**config.mk**
```make
export PLATFORM = sky130hd
export DESIGN_NAME = dpram_bist_flat
export DESIGN_NICKNAME = d
export VERILOG_FILES = /design/src/rtl/dpram_bist_pkg.sv /design/src/rtl/dpram_bist_if.sv /design/src/rtl/dpram_bist_checker.sv /design/src/rtl/dpram_bist.sv /design/src/flat_wrapper.sv
export SDC_FILE = /design/constraint.sdc
export NUM_CORES = 1
export LEC_CHECK = 0
export ABC_AREA = 1
export CAP_MARGIN = 25
export CORE_AREA = 2 2 73 47
export CTS_BUF_LIST = sky130_fd_sc_hd__clkbuf_16
export CTS_CLUSTER_DIAMETER = 50
export DETAILED_ROUTE_END_ITERATION = 8
export DIE_AREA = 0 0 75 49
export GPL_ROUTABILITY_DRIVEN = 0
export PLACE_DENSITY = 0.76
export SLEW_MARGIN = 10
export SYNTH_ARGS = -nofsm -noshare
export SYNTH_HDL_FRONTEND = slang
export SYNTH_HIERARCHICAL = 1
export SYNTH_SLANG_ARGS = --single-unit
```
**constraint.sdc**
```tcl
create_clock -name clk -period 2.5 [get_ports clk]
set_input_delay 0.625 -clock clk [delete_from_list [all_inputs] [get_ports clk]]
set_output_delay 0.625 -clock clk [all_outputs]
set_load 0.01 [all_outputs]
```
**src/rtl/dpram_bist_pkg.sv**
```systemverilog
// dpram_bist_pkg: shared definitions for the dual-port RAM march BIST.
// Holds the FSM state type, the phase length and the march data pattern D(i).
package dpram_bist_pkg;

   typedef enum logic [2:0] {
      IDLE,
      W0,
      R0,
      W1,
      R1,
      DRAIN,
      DONE
   } state_e;

   localparam int unsigned MAX_W = 64;

   // Every march phase visits each address exactly once.
   function automatic int unsigned phase_len(input int unsigned addr_w);
      return 32'd1 << addr_w;
   endfunction

   // Callers truncate the result to their data width.
   function automatic logic [MAX_W-1:0] march_data(input logic [MAX_W-1:0] pattern,
                                                   input logic [MAX_W-1:0] idx);
      return pattern ^ idx;
   endfunction

endpackage

```
**src/rtl/dpram_bist_if.sv**
```systemverilog
// dpram_bist_if: test-side bus between the BIST controller (master) and the
// dual-port RAM (slave): write enables, addresses and data on both ports.
interface dpram_bist_if
   import dpram_bist_pkg::*;
#(
   parameter int ADDR_W = 2,
   parameter int DATA_W = 4
) ();

   logic              wea;
   logic              web;
   logic [ADDR_W-1:0] addra;
   logic [ADDR_W-1:0] addrb;
   logic [DATA_W-1:0] dina;
   logic [DATA_W-1:0] dinb;
   logic [DATA_W-1:0] douta;
   logic [DATA_W-1:0] doutb;

   modport master (
      output wea, web, addra, addrb, dina, dinb,
      input  douta, doutb
   );

   modport slave (
      input  wea, web, addra, addrb, dina, dinb,
      output douta, doutb
   );

endinterface

```
**src/rtl/dpram_bist_checker.sv**
```systemverilog
// dpram_bist_checker: READ_LAT-deep compare pipeline, miscompare counter, pass flag.
// BIST_ERR_LOG_EN builds the first-fail log; otherwise fail_* are tied to 0.
module dpram_bist_checker
   import dpram_bist_pkg::*;
#(
   parameter int ADDR_W   = 2,
   parameter int DATA_W   = 4,
   parameter int READ_LAT = 1
) (
   input  logic              clk,
   input  logic              rst,
   input  logic              clr,
   input  logic              fin,
   input  logic              rd_vld,
   input  logic [ADDR_W-1:0] addr_a,
   input  logic [ADDR_W-1:0] addr_b,
   input  logic [DATA_W-1:0] exp_a,
   input  logic [DATA_W-1:0] exp_b,
   input  logic [DATA_W-1:0] douta,
   input  logic [DATA_W-1:0] doutb,
   output logic [ADDR_W+2:0] err_count,
   output logic              pass,
   output logic [ADDR_W-1:0] fail_addr,
   output logic              fail_port,
   output logic [DATA_W-1:0] fail_data
);

   localparam int CNT_W = ADDR_W + 3;

   typedef struct packed {
      logic              vld;
      logic [ADDR_W-1:0] addr_a;
      logic [ADDR_W-1:0] addr_b;
      logic [DATA_W-1:0] exp_a;
      logic [DATA_W-1:0] exp_b;
   } stage_t;

   stage_t pipe_q [READ_LAT];
   stage_t pipe_d [READ_LAT];
   stage_t tail;

   logic             miss_a;
   logic             miss_b;
   logic [CNT_W-1:0] cnt_q, cnt_d;
   logic             pass_q, pass_d;

   assign pipe_d[0] = '{vld: rd_vld, addr_a: addr_a, addr_b: addr_b, exp_a: exp_a, exp_b: exp_b};

   // The pipeline free-runs so that late compares overlap the following phase.
   for (genvar gi = 1; gi < READ_LAT; gi++) begin : g_link
      assign pipe_d[gi] = pipe_q[gi-1];
   end

   always_ff @(posedge clk) begin
      if (rst) begin
         for (int k = 0; k < READ_LAT; k++) pipe_q[k] <= '0;
         cnt_q  <= '0;
         pass_q <= 1'b0;
      end else begin
         pipe_q <= pipe_d;
         cnt_q  <= cnt_d;
         pass_q <= pass_d;
      end
   end

   assign tail   = pipe_q[READ_LAT-1];
   assign miss_a = tail.vld && (douta != tail.exp_a);
   assign miss_b = tail.vld && (doutb != tail.exp_b);

   always_comb begin
      cnt_d  = cnt_q + CNT_W'(miss_a) + CNT_W'(miss_b);
      pass_d = pass_q;
      if (clr) begin
         cnt_d  = '0;
         pass_d = 1'b0;
      end else if (fin) begin
         pass_d = (cnt_d == '0);
      end
   end

   assign err_count = cnt_q;
   assign pass      = pass_q;

`ifdef BIST_ERR_LOG_EN
   logic              logged_q, logged_d;
   logic [ADDR_W-1:0] fail_addr_q, fail_addr_d;
   logic              fail_port_q, fail_port_d;
   logic [DATA_W-1:0] fail_data_q, fail_data_d;

   always_comb begin
      logged_d    = logged_q;
      fail_addr_d = fail_addr_q;
      fail_port_d = fail_port_q;
      fail_data_d = fail_data_q;
      if (clr) begin
         logged_d    = 1'b0;
         fail_addr_d = '0;
         fail_port_d = 1'b0;
         fail_data_d = '0;
      end else if (!logged_q && miss_a) begin
         logged_d    = 1'b1;
         fail_addr_d = tail.addr_a;
         fail_port_d = 1'b0;
         fail_data_d = douta;
      end else if (!logged_q && miss_b) begin
         logged_d    = 1'b1;
         fail_addr_d = tail.addr_b;
         fail_port_d = 1'b1;
         fail_data_d = doutb;
      end
   end

   always_ff @(posedge clk) begin
      if (rst) begin
         logged_q    <= 1'b0;
         fail_addr_q <= '0;
         fail_port_q <= 1'b0;
         fail_data_q <= '0;
      end else begin
         logged_q    <= logged_d;
         fail_addr_q <= fail_addr_d;
         fail_port_q <= fail_port_d;
         fail_data_q <= fail_data_d;
      end
   end

   assign fail_addr = fail_addr_q;
   assign fail_port = fail_port_q;
   assign fail_data = fail_data_q;
`else
   logic unused_log;
   assign unused_log = ^{tail.addr_a, tail.addr_b};
   assign fail_addr  = '0;
   assign fail_port  = 1'b0;
   assign fail_data  = '0;
`endif

endmodule

```
**src/rtl/dpram_bist.sv**
```systemverilog
// dpram_bist: four-phase march BIST controller (W0, R0, W1, R1) for a dual-port RAM.
// BIST_ERR_LOG_EN enables first-fail capture on fail_addr/fail_port/fail_data.
module dpram_bist
   import dpram_bist_pkg::*;
#(
   parameter int                ADDR_W   = 2,
   parameter int                DATA_W   = 4,
   parameter logic [DATA_W-1:0] PATTERN  = 4'hA,
   parameter int                READ_LAT = 1
) (
   input  logic              clk,
   input  logic              rst,
   input  logic              start,
   output logic              busy,
   output logic              done,
   output logic              pass,
   output logic [ADDR_W+2:0] err_count,
   output logic [ADDR_W-1:0] fail_addr,
   output logic              fail_port,
   output logic [DATA_W-1:0] fail_data,
   dpram_bist_if.master      ram
);

   localparam int unsigned       DEPTH      = phase_len(ADDR_W);
   localparam logic [ADDR_W-1:0] LAST_IDX   = ADDR_W'(DEPTH - 1);
   localparam logic [1:0]        LAST_DRAIN = 2'(READ_LAT - 1);

   state_e            state_q, state_d;
   logic [ADDR_W-1:0] idx_q, idx_d;
   logic [1:0]        drain_q, drain_d;

   logic              wea, web, rd_vld;
   logic [ADDR_W-1:0] addra, addrb;
   logic [DATA_W-1:0] dina, dinb, exp_a, exp_b;

   function automatic logic [DATA_W-1:0] d_of(input logic [ADDR_W-1:0] i);
      return DATA_W'(march_data(MAX_W'(PATTERN), MAX_W'(i)));
   endfunction

   always_ff @(posedge clk) begin
      if (rst) begin
         state_q <= IDLE;
         idx_q   <= '0;
         drain_q <= '0;
      end else begin
         state_q <= state_d;
         idx_q   <= idx_d;
         drain_q <= drain_d;
      end
   end

   always_comb begin
      state_d = state_q;
      idx_d   = idx_q;
      drain_d = drain_q;
      unique case (state_q)
         IDLE: begin
            if (start) begin
               state_d = W0;
               idx_d   = '0;
            end
         end
         W0, R0, W1, R1: begin
            // The index wraps to 0 on the last address, ready for the next phase.
            idx_d = idx_q + ADDR_W'(1);
            if (idx_q == LAST_IDX) begin
               case (state_q)
                  W0:      state_d = R0;
                  R0:      state_d = W1;
                  W1:      state_d = R1;
                  default: state_d = DRAIN;
               endcase
            end
         end
         DRAIN: begin
            drain_d = drain_q + 2'd1;
            if (drain_q == LAST_DRAIN) begin
               state_d = DONE;
               drain_d = '0;
            end
         end
         DONE:    state_d = IDLE;
         default: state_d = IDLE;
      endcase
   end

   // Read phases walk port B downwards; ~idx equals DEPTH-1-idx and never meets port A.
   always_comb begin
      wea    = 1'b0;
      web    = 1'b0;
      addra  = '0;
      addrb  = '0;
      dina   = '0;
      dinb   = '0;
      rd_vld = 1'b0;
      exp_a  = '0;
      exp_b  = '0;
      unique case (state_q)
         W0: begin
            wea   = 1'b1;
            addra = idx_q;
            dina  = d_of(idx_q);
         end
         W1: begin
            web   = 1'b1;
            addrb = idx_q;
            dinb  = ~d_of(idx_q);
         end
         R0: begin
            addra  = idx_q;
            addrb  = ~idx_q;
            rd_vld = 1'b1;
            exp_a  = d_of(idx_q);
            exp_b  = d_of(~idx_q);
         end
         R1: begin
            addra  = idx_q;
            addrb  = ~idx_q;
            rd_vld = 1'b1;
            exp_a  = ~d_of(idx_q);
            exp_b  = ~d_of(~idx_q);
         end
         default: ;
      endcase
   end

   assign ram.wea   = wea;
   assign ram.web   = web;
   assign ram.addra = addra;
   assign ram.addrb = addrb;
   assign ram.dina  = dina;
   assign ram.dinb  = dinb;

   assign busy = (state_q != IDLE) && (state_q != DONE);
   assign done = (state_q == DONE);

   dpram_bist_checker #(
      .ADDR_W   (ADDR_W),
      .DATA_W   (DATA_W),
      .READ_LAT (READ_LAT)
   ) u_checker (
      .clk       (clk),
      .rst       (rst),
      .clr       ((state_q == IDLE) && start),
      .fin       ((state_q == DRAIN) && (drain_q == LAST_DRAIN)),
      .rd_vld    (rd_vld),
      .addr_a    (addra),
      .addr_b    (addrb),
      .exp_a     (exp_a),
      .exp_b     (exp_b),
      .douta     (ram.douta),
      .doutb     (ram.doutb),
      .err_count (err_count),
      .pass      (pass),
      .fail_addr (fail_addr),
      .fail_port (fail_port),
      .fail_data (fail_data)
   );

endmodule
```
**src/flat_wrapper.sv**
```systemverilog
// flat-port wrapper written by rule: the top's interface ports become plain ports
module dpram_bist_flat import dpram_bist_pkg::*;
#(
   parameter int                ADDR_W   = 2,
   parameter int                DATA_W   = 4,
   parameter logic [DATA_W-1:0] PATTERN  = 4'hA,
   parameter int                READ_LAT = 1
)
  (clk, rst, start, busy, done, pass, err_count, fail_addr, fail_port, fail_data, ram_wea, ram_web, ram_addra, ram_addrb, ram_dina, ram_dinb, ram_douta, ram_doutb);
  dpram_bist_if #(.ADDR_W(ADDR_W), .DATA_W(DATA_W)) ram_i ();
  input  logic clk;
  input  logic rst;
  input  logic start;
  output logic busy;
  output logic done;
  output logic pass;
  output logic [ADDR_W+2:0] err_count;
  output logic [ADDR_W-1:0] fail_addr;
  output logic fail_port;
  output logic [DATA_W-1:0] fail_data;
  output wire logic [$bits(ram_i.wea)-1:0] ram_wea;
  output wire logic [$bits(ram_i.web)-1:0] ram_web;
  output wire logic [$bits(ram_i.addra)-1:0] ram_addra;
  output wire logic [$bits(ram_i.addrb)-1:0] ram_addrb;
  output wire logic [$bits(ram_i.dina)-1:0] ram_dina;
  output wire logic [$bits(ram_i.dinb)-1:0] ram_dinb;
  input wire logic [$bits(ram_i.douta)-1:0] ram_douta;
  input wire logic [$bits(ram_i.doutb)-1:0] ram_doutb;
  assign ram_wea = ram_i.wea;
  assign ram_web = ram_i.web;
  assign ram_addra = ram_i.addra;
  assign ram_addrb = ram_i.addrb;
  assign ram_dina = ram_i.dina;
  assign ram_dinb = ram_i.dinb;
  assign ram_i.douta = ram_douta;
  assign ram_i.doutb = ram_doutb;
  dpram_bist #(.ADDR_W(ADDR_W), .DATA_W(DATA_W), .PATTERN(PATTERN), .READ_LAT(READ_LAT)) u_core (.clk(clk), .rst(rst), .start(start), .busy(busy), .done(done), .pass(pass), .err_count(err_count), .fail_addr(fail_addr), .fail_port(fail_port), .fail_data(fail_data), .ram(ram_i));
endmodule
```
### Yosys cells after proc, flatten, opt, wreduce, memory -nomap -nowiden

Index checks and enable logic that the tools add are counted.

* register bits after elaboration: 22
* input port bits: 11
* logic and storage cells: 63

* add/subtract/negate cells: 4
* eq/ne operators: 13
* mux-type cells: 17
* bitwise logic cells: 5
* reduce and logical (&&, ||, !) cells: 16

Operators with widths (number)
* $pmux 3 s3: 2
* $pmux 4 s2: 2
* $add 5x1->5: 2
* $eq 3x3->1 const B: 3
* $mux 3: 3
* $mux 4: 2
* $ne 4x4->1: 2
* $not 4->4: 2
* $pmux 2 s2: 2
* $eq 3x2->1 const B: 2
* $mux 2: 3
* $logic_and 1x1->1: 5
* $logic_not 5->1: 1
* $add 2x1->2 const B: 2
* $ne 2x1->1 const B: 2
* $not 1->2: 2
* $reduce_or 2->1: 2
* $reduce_or 4->1: 1
* $eq 3x1->1 const B: 1
* $logic_not 3->1: 1
* $mux 1: 3
* $ne 3x3->1 const B: 1
* $reduce_and 3->1: 1
* $reduce_bool 3->1: 1
* 7 further kinds: 7

### Depth between registers and ports, before layout

Gate-level depths: netlist of run 1.

* depth in word-level cells: 5
* depth in mapped cells: 12
* mapped depth without buffers: 12

### Cells and area by module

Netlist of run 1, hierarchy kept.

By module, submodules not included
* dpram_bist_checker: instances 1, cells each 89, area each 726.9 µm², sequential area each 300.3 µm²
* dpram_bist: instances 1, cells each 97, area each 621.8 µm², sequential area each 140.1 µm²

### Worst setup path after synthesis of run 1

Ideal clock, no wire load.

* path kind: input to register
* from: input port ram_doutb[3]
* to: register u_core.u_checker.pass_q (netlist: u_core/u_checker/pass)
* setup time: 66 ps
* data arrival time: 2132 ps
* data required time: 2434 ps
* slack: 302 ps
* stages: 10
* buffers on the path: 0
* path through: xor2_1 -> nor3_1 -> nor2_1 -> fa_1 -> ha_1 -> inv_1 -> nand3_1 -> nor2_2 -> nand3_1 -> a21oi_2

* longest elaborated chain between the ends: 4

Ends and longest elaborated chain
* from (decl): line flat_wrapper.sv:28 `input wire logic [$bits(ram_i.doutb)-1:0] ram_doutb;`
* $ne 4x4->1: line dpram_bist_checker.sv:68 `assign miss_b = tail.vld && (doutb != tail.exp_b);`
* $logic_and 1x1->1: line dpram_bist_checker.sv:68
* $add 5x1->5: line dpram_bist_checker.sv:71 `cnt_d = cnt_q + CNT_W'(miss_a) + CNT_W'(miss_b);`
* $logic_not 5->1: line dpram_bist_checker.sv:77 `pass_d = (cnt_d == '0);`
* to (signal assigned): line dpram_bist_checker.sv:62 `pass_q <= pass_d;`
* to (decl): line dpram_bist_checker.sv:45 `logic pass_q, pass_d;`

No other way between the ends.
A chain may end at the register's enable or synchronous reset.

### Worst setup path in the final report of run 1

* from: register u_core.state_q[2]
* to: output port ram_addrb[0]

* longest elaborated chain between the ends: 3

Ends and longest elaborated chain
* from (decl): line dpram_bist.sv:28 `state_e state_q, state_d;`
* from (signal assigned): line dpram_bist.sv:46 `state_q <= state_d;`
* $eq 3x2->1 or $eq 3x3->1 (tied branches): line dpram_bist.sv:98 `unique case (state_q)`
* $reduce_or 2->1 (no source line)
* $pmux 2 s2 (*): line dpram_bist.sv:98
* to (decl): line flat_wrapper.sv:24 `output wire logic [$bits(ram_i.addrb)-1:0] ram_addrb;`

Every way passes the cells marked *; elsewhere a longest branch is shown, timed or not.

==> out/metrics.cfg, run 1 <==
[route]
dr_total_vias = 1123
firstDrtPassIters = 4
drtAntennaViolNets = 0
wl_per_cell_um = 9.79
via_per_inst = 4.19
drtIter0Drc = 47
drc = 0
wl_um = 2620

[pwr]
pwr-share-comb = 0.463
internal-power_mw = 1.12
p_leak_nw = 0.811
p_switching_mw = 0.678
p_total_mw = 1.80
ir_drop_mv = 0.690
swShare = 0.378
p_clk_frac = 0.246
seqPwrFrac = 0.291
powerDensity_mw_per_mm2 = 968

[setup_path]
end_kind = output pin
required_ns = 1.88
start_kind = flip-flop
path_max_fanout = 5
crit_type = reg2out
critPathArrivalTime_ns = 1.77

[floorplan]
fp-row-count = 16
dieArea_mm2 = 0.00368
start_util = 0.440
core_mm2 = 0.00306
die_w_um = 75
ios = 40
chipHeight_um = 49

[clocking]
cts_buffers = 3
clockRootBuffer = clkbuf_16
ctsHoldBuffers = 0
cts_tree = yes
htree_levels = 1
clkTransAtPathRegs_ns = 0.06
cts_sinks = 22
clock_latency_ns = 0.25
cts.path.max_buffers = 2

[yosys]
synth-main-ff-cell = dfxtp_1
synthArstFlopShare = 0
yosysSeqAreaShare = 0.327
synth_warnings = 6
synth_cells = 186
synthesis.area_mm2 = 0.00135
yosys_register_bits = 22
syn_area_per_cell_um2 = 7.25
yosysUniqueCellTypes = 26
synth_edf_count = 0

[timing]
hold_viol_final = 0
clock.fmax_ghz = 0.417
skew_ns = 0.000815
setup_viol = 0
slew_violations = 0
layout_min_cycle_time_ns = 2.40
fin_crit_sh = 0.959
rsz0062_at_grt = false
whs_ns = 0.484

[run_status]
outcome = finished clean

[cells_and_area]
diodes = 0
final_layout_size_suffix_gt1_frac = 0.224
layout_commonest_cell = inv_1
area_growth_pct = 37.6
final_util = 0.606
fillCellCount = 285
finalNetCount = 240
layout_common_cells = inv_1, clkdlybuf4s50_1, nand2_1, nor2_1, dfxtp_1

[grt]
gr-usage-all-layers = 0.145
grt_pass1_vias = 970
grt_pass1_wl_um = 4160
overflow = 0
grt_max_degree = 14
antenna_found_initial = 0

[place]
hpwl_um = 1940
io_buffers = 30

[flow_run]
maxCapViolCount = 0

[min_path]
min_path_type = reg2reg

## sequential cells by signal, indices dropped and copies added, names as in the netlist
| name | count |
|---|---|
| u_core/drain_q | 2 |
| u_core/idx_q | 2 |
| u_core/state_q | 3 |
| u_core/u_checker/err_count | 5 |
| u_core/u_checker/pass | 1 |
| u_core/u_checker/pipe_q | 9 |
## per-layer routing
layer | up-vias | share of wire | track usage
li1 | 617 | - | -
met1 | 478 | 0.49 | 0.203
met2 | 26 | 0.44 | 0.218
met3 | 2 | 0.063 | 0.0475
met4 | 0 | 0.0015 | 0.0268
met5 | - | 0 | 0
## path summary, 6_finish.rpt
| check | startpoint | to | slack (ns) | cells after the start |
|---|---|---|---|---|
| max | u_core/state_q[2]$_SDFFE_PP0P_ | ram_addrb[0] | 0.10 | 7 |
| min | u_core/drain_q[1]$_SDFFE_PP0N_ | u_core/drain_q[1]$_SDFFE_PP0N_ | 0.48 | 2 |
| max reg2reg | u_core/u_checker/pipe_q[2]$_SDFF_PP0_ | u_core/u_checker/pass$_SDFFE_PP0P_ | 0.59 | 11 |
| min reg2reg | u_core/drain_q[1]$_SDFFE_PP0N_ | u_core/drain_q[1]$_SDFFE_PP0N_ | 0.48 | 2 |
## metrics by stage
| stage | TNS [ns] | setup WS [ns] | instance area, um^2 | instances |
|---|---|---|---|---|
| floorplan | 0 | 0.302 | 1380 | 193 |
| global placement | -0.380 | -0.210 | 1670 | 261 |
| detailed placement | -0.462 | -0.242 | 1670 | 261 |
| CTS | 0 | 0.00240 | 1790 | 266 |
| global route | 0 | 0.00381 | 1860 | 268 |
| finish | 0 | 0.103 | 1860 | 268 |
## power groups by stage
stage	registers (mW)	clock network (mW)	logic, mW
after floorplan	0.478	0	0.576
after CTS	0.507	0.452	0.809
after detailed placement	0.512	0	0.784
after global placement	0.510	0	0.782
final	0.523	0.441	0.831
after global routing	0.534	0.471	0.926
## worst max-delay path, cell delays in order, from the launching register on
cell and delay, ns:
dfxtp_2 0.36, inv_2 0.10, nand2_2 0.09, nor2_2 0.14, buf_4 0.14, nand2_1 0.04, o21ai_0 0.07, clkdlybuf4s50_1 0.57
## cell type report
| class | instances | area [um^2] | area share |
|---|---|---|---|
| clock buffer | 3 | 75.1 | 0.0405 |
| clock inverter | 1 | 30.0 | 0.0162 |
| inverter | 36 | 138 | 0.0742 |
| multi-input combinational | 121 | 727 | 0.392 |
| sequential | 22 | 447 | 0.241 |
| tap | 45 | 56.3 | 0.0303 |
| timing repair buffer | 40 | 383 | 0.206 |
## synth_stat cells (2+ instances only)
library cell | count | share of area
a21oi_2 | 2 | 0.013
o21ai_0 | 8 | 0.030
xor2_1 | 3 | 0.019
buf_6 | 2 | 0.017
nand2_1 | 27 | 0.075
buf_4 | 12 | 0.067
ha_1 | 4 | 0.037
nor2_4 | 2 | 0.017
nor3_1 | 2 | 0.0074
inv_1 | 33 | 0.092
nand3_1 | 7 | 0.026
nor2_1 | 22 | 0.061
nand2_2 | 3 | 0.014
nand3_4 | 2 | 0.026
conb_1 | 2 | 0.0056
inv_2 | 3 | 0.0083
nor2_2 | 9 | 0.042
nand4_1 | 3 | 0.014
dfxtp_1 | 22 | 0.33
a21oi_1 | 8 | 0.030
xnor2_1 | 5 | 0.032
## logic make-up (layout without fill, tap and decap cells)
kind of cell / Yosys count / after routing / share of synthesized area
simple gates: 80 / 80 / 0.302
buf+inv: 50 / 80 / 0.184
flops: 22 / 22 / 0.327
compound gates: 19 / 19 / 0.0779
xor+xnor: 8 / 8 / 0.0520
fa+ha+maj: 5 / 5 / 0.0520
other cells: 2 / 9 / 0.00557
## repair_timing
item                                    4_1_cts  5_1_grt
hold endpoints to repair                      0        0
pin swaps                                     0        8
endpoints found under the setup margin        4        6
buffers inserted                              1        2
resized for setup                             4       15
No activity file was read; power rests on OpenSTA's default activity.
==> run 2, diff against run 1 <==
- ABC_AREA: 1 -> not set
- CORE_AREA: 2 2 73 47 -> 2 2 57 59
- DIE_AREA: 0 0 75 49 -> 0 0 59 61
==> out/metrics.cfg, run 2 <==
[run_status]
outcome = finished clean

[yosys]
synth-main-ff-cell = dfxtp_1
muxShareOfSynthArea = 0.0395
synthesis.area_mm2 = 0.00133
synth_cells = 156
synthArstFlopShare = 0
synth_compound_area_frac = 0.107
yosysUniqueCellTypes = 41
yosys_register_bits = 22
synthTopCellsByArea = dfxtp_1, xor2_1, buf_4
synth_xor_area_frac = 0.0921
yosysMostFrequentCell = dfxtp_1
synth_common_cells = dfxtp_1, buf_4, nor2_1, nor2b_1, xor2_1
synth_simple_gate_area_frac = 0.261
yosysSeqAreaShare = 0.331
synth_top_area_frac = 0.331
synth_warnings = 6
syn_area_per_cell_um2 = 8.53
synth_top_area_cell = dfxtp_1
synthAdderAreaFrac = 0.0526
synth_edf_count = 0
synth_top_family_by_area = simple AND/OR/NAND/NOR gates

[cells_and_area]
top_register = u_core/u_checker/pipe_q
finalNetCount = 199
layout_common_cells = clkdlybuf4s50_1, dfxtp_1, nor2_1, nor2b_1, xor2_1
final_area_mm2 = 0.00174
final_util = 0.589
largest_register_ff_count = 9
final_layout_size_suffix_gt1_frac = 0.116
diodes = 0
area_growth_pct = 30.5

[timing]
setup_viol = 0
clock.fmax_ghz = 0.408
slew_violations = 0
hold_viol_final = 0
layout_setup_ws_ns = 0.0468
fin_crit_sh = 0.981
layout_min_cycle_time_ns = 2.45
skew_ns = 0.00728
whs_ns = 0.477
rsz0062_at_grt = false

[clocking]
cts_sinks = 22
clock_latency_ns = 0.25
cts_tree = yes
cts_buffers = 3
htree_levels = 1
clkTransAtPathRegs_ns = 0.06
ctsHoldBuffers = 0
clockRootBuffer = clkbuf_16
cts.path.max_buffers = 2

[place]
hpwl_um = 2020
place_ws_ns = -0.485
place_area_mm2 = 0.00161
io_buffers = 30

[route]
drtAntennaViolNets = 0
drtIter0Drc = 12
via_per_inst = 5.06
wl_um = 2780
dr_total_vias = 1082
firstDrtPassIters = 4
drc = 0
wl_per_cell_um = 13.0

[grt]
grt_pass1_wl_um = 4640
antenna_found_initial = 0
grt_use_met1 = 0.213
grt_max_degree = 29
grt_pass1_vias = 1036
busiest_layer = met2
grt_use_met2 = 0.294
gr-usage-all-layers = 0.173
overflow = 0
use_met3 = 0.0235

[setup_path]
start_kind = flip-flop
critical_path.startpoint = u_core/state_q[2]$_SDFFE_PP0P_
crit_chain = or3b_1 > o21ai_0 > and2_1 > clkdlybuf4s50_1
critPathArrivalTime_ns = 1.83
r2r_start = u_core/u_checker/pipe_q[0]$_SDFF_PP0_
end_kind = output pin
path_max_fanout = 8
reg2reg_setup_slack_ns = 0.39
cpPeakStageDelay_ns = 0.53
required_ns = 1.88
critPathSlowestCell = clkdlybuf4s50_1
worst_r2r_endpoint = u_core/u_checker/pass$_SDFFE_PP0P_
rr_worst_depth = 7
crit_type = reg2out

[floorplan]
dieArea_mm2 = 0.00360
chipHeight_um = 61
die_w_um = 59
fp-row-count = 20
ios = 40
start_util = 0.451
core_mm2 = 0.00295

[min_path]
min_path_type = reg2reg
min_from = u_core/drain_q[0]$_SDFFE_PP0N_
holdPathEnd = u_core/drain_q[0]$_SDFFE_PP0N_
hold-path-cell-count = 2

[flow_run]
maxCapViolCount = 0

[pwr]
p_leak_nw = 0.762
ir_drop_mv = 0.251
powerDensity_mw_per_mm2 = 445

## run 2: logic make-up (layout without fill, tap and decap cells)
kind of cell | after synthesis | count (layout)
other | 2 | 9
xor gates and xnor gates | 14 | 14
adders and majority gates | 5 | 5
buffers and inverters | 26 | 44
AOI/OAI and AO/OA | 21 | 21
and+or+nand+nor | 61 | 61
muxes | 5 | 5
DFF | 22 | 22
## run 2: what timing repair did
action                                  in CTS  in global routing
resized for setup                           11                 10
pin swaps                                    6                  7
setup buffers                                0                  1
endpoints found under the setup margin       3                  6
## run 2: how the worst max path moves through the flow
| stage | end | cells past startpoint |
|---|---|---|
| finish | ram_addra[1] | 4 |
| detailed placement | u_core/u_checker/pass$_SDFFE_PP0P_ | 8 |
| global placement | u_core/u_checker/pass$_SDFFE_PP0P_ | 8 |
| floorplan | u_core/u_checker/pass$_SDFFE_PP0P_ | 7 |
| global route | ram_addra[1] | 4 |
| CTS | ram_addrb[0] | 5 |
## run 2: final cells by class
type                    count  area, um^2
repair buffers             36         353
flip-flops and latches     22         445
multi-input cells         115         805
inverters                   5        18.8
fillers                   264        1210
clock buffers               3        75.1
well taps                  33        41.3
## run 2: worst max-delay path: cells and delay by family, from the launching register on
kind	cells	cell delay, ns
compound gates	1	0.11
buf+inv	1	0.53
flops	1	0.36
simple gates	2	0.57
## run 2: metrics by stage
stage               power [mW]  std cells  setup TNS, ns
global route             0.800        214              0
global placement         0.455        210         -0.848
floorplan                0.427        163              0
CTS                      0.781        213              0
detailed placement       0.457        210          -1.12
finish                   0.773        214              0
## run 2: power breakdown
part / switching, mW / leakage [nW] / internal (mW) / total [mW]
Clock: 0.116 / 0.0370 / 0.211 / 0.327
Combinational: 0.0440 / 0.546 / 0.0426 / 0.0866
Sequential: 0.00697 / 0.179 / 0.353 / 0.360
## run 2: metal layers
| metal | vias to the layer above | part of all wire |
|---|---|---|
| li1 | 554 | - |
| met1 | 486 | 0.47 |
| met2 | 34 | 0.46 |
| met3 | 8 | 0.045 |
| met4 | 0 | 0.027 |
| met5 | - | 0 |
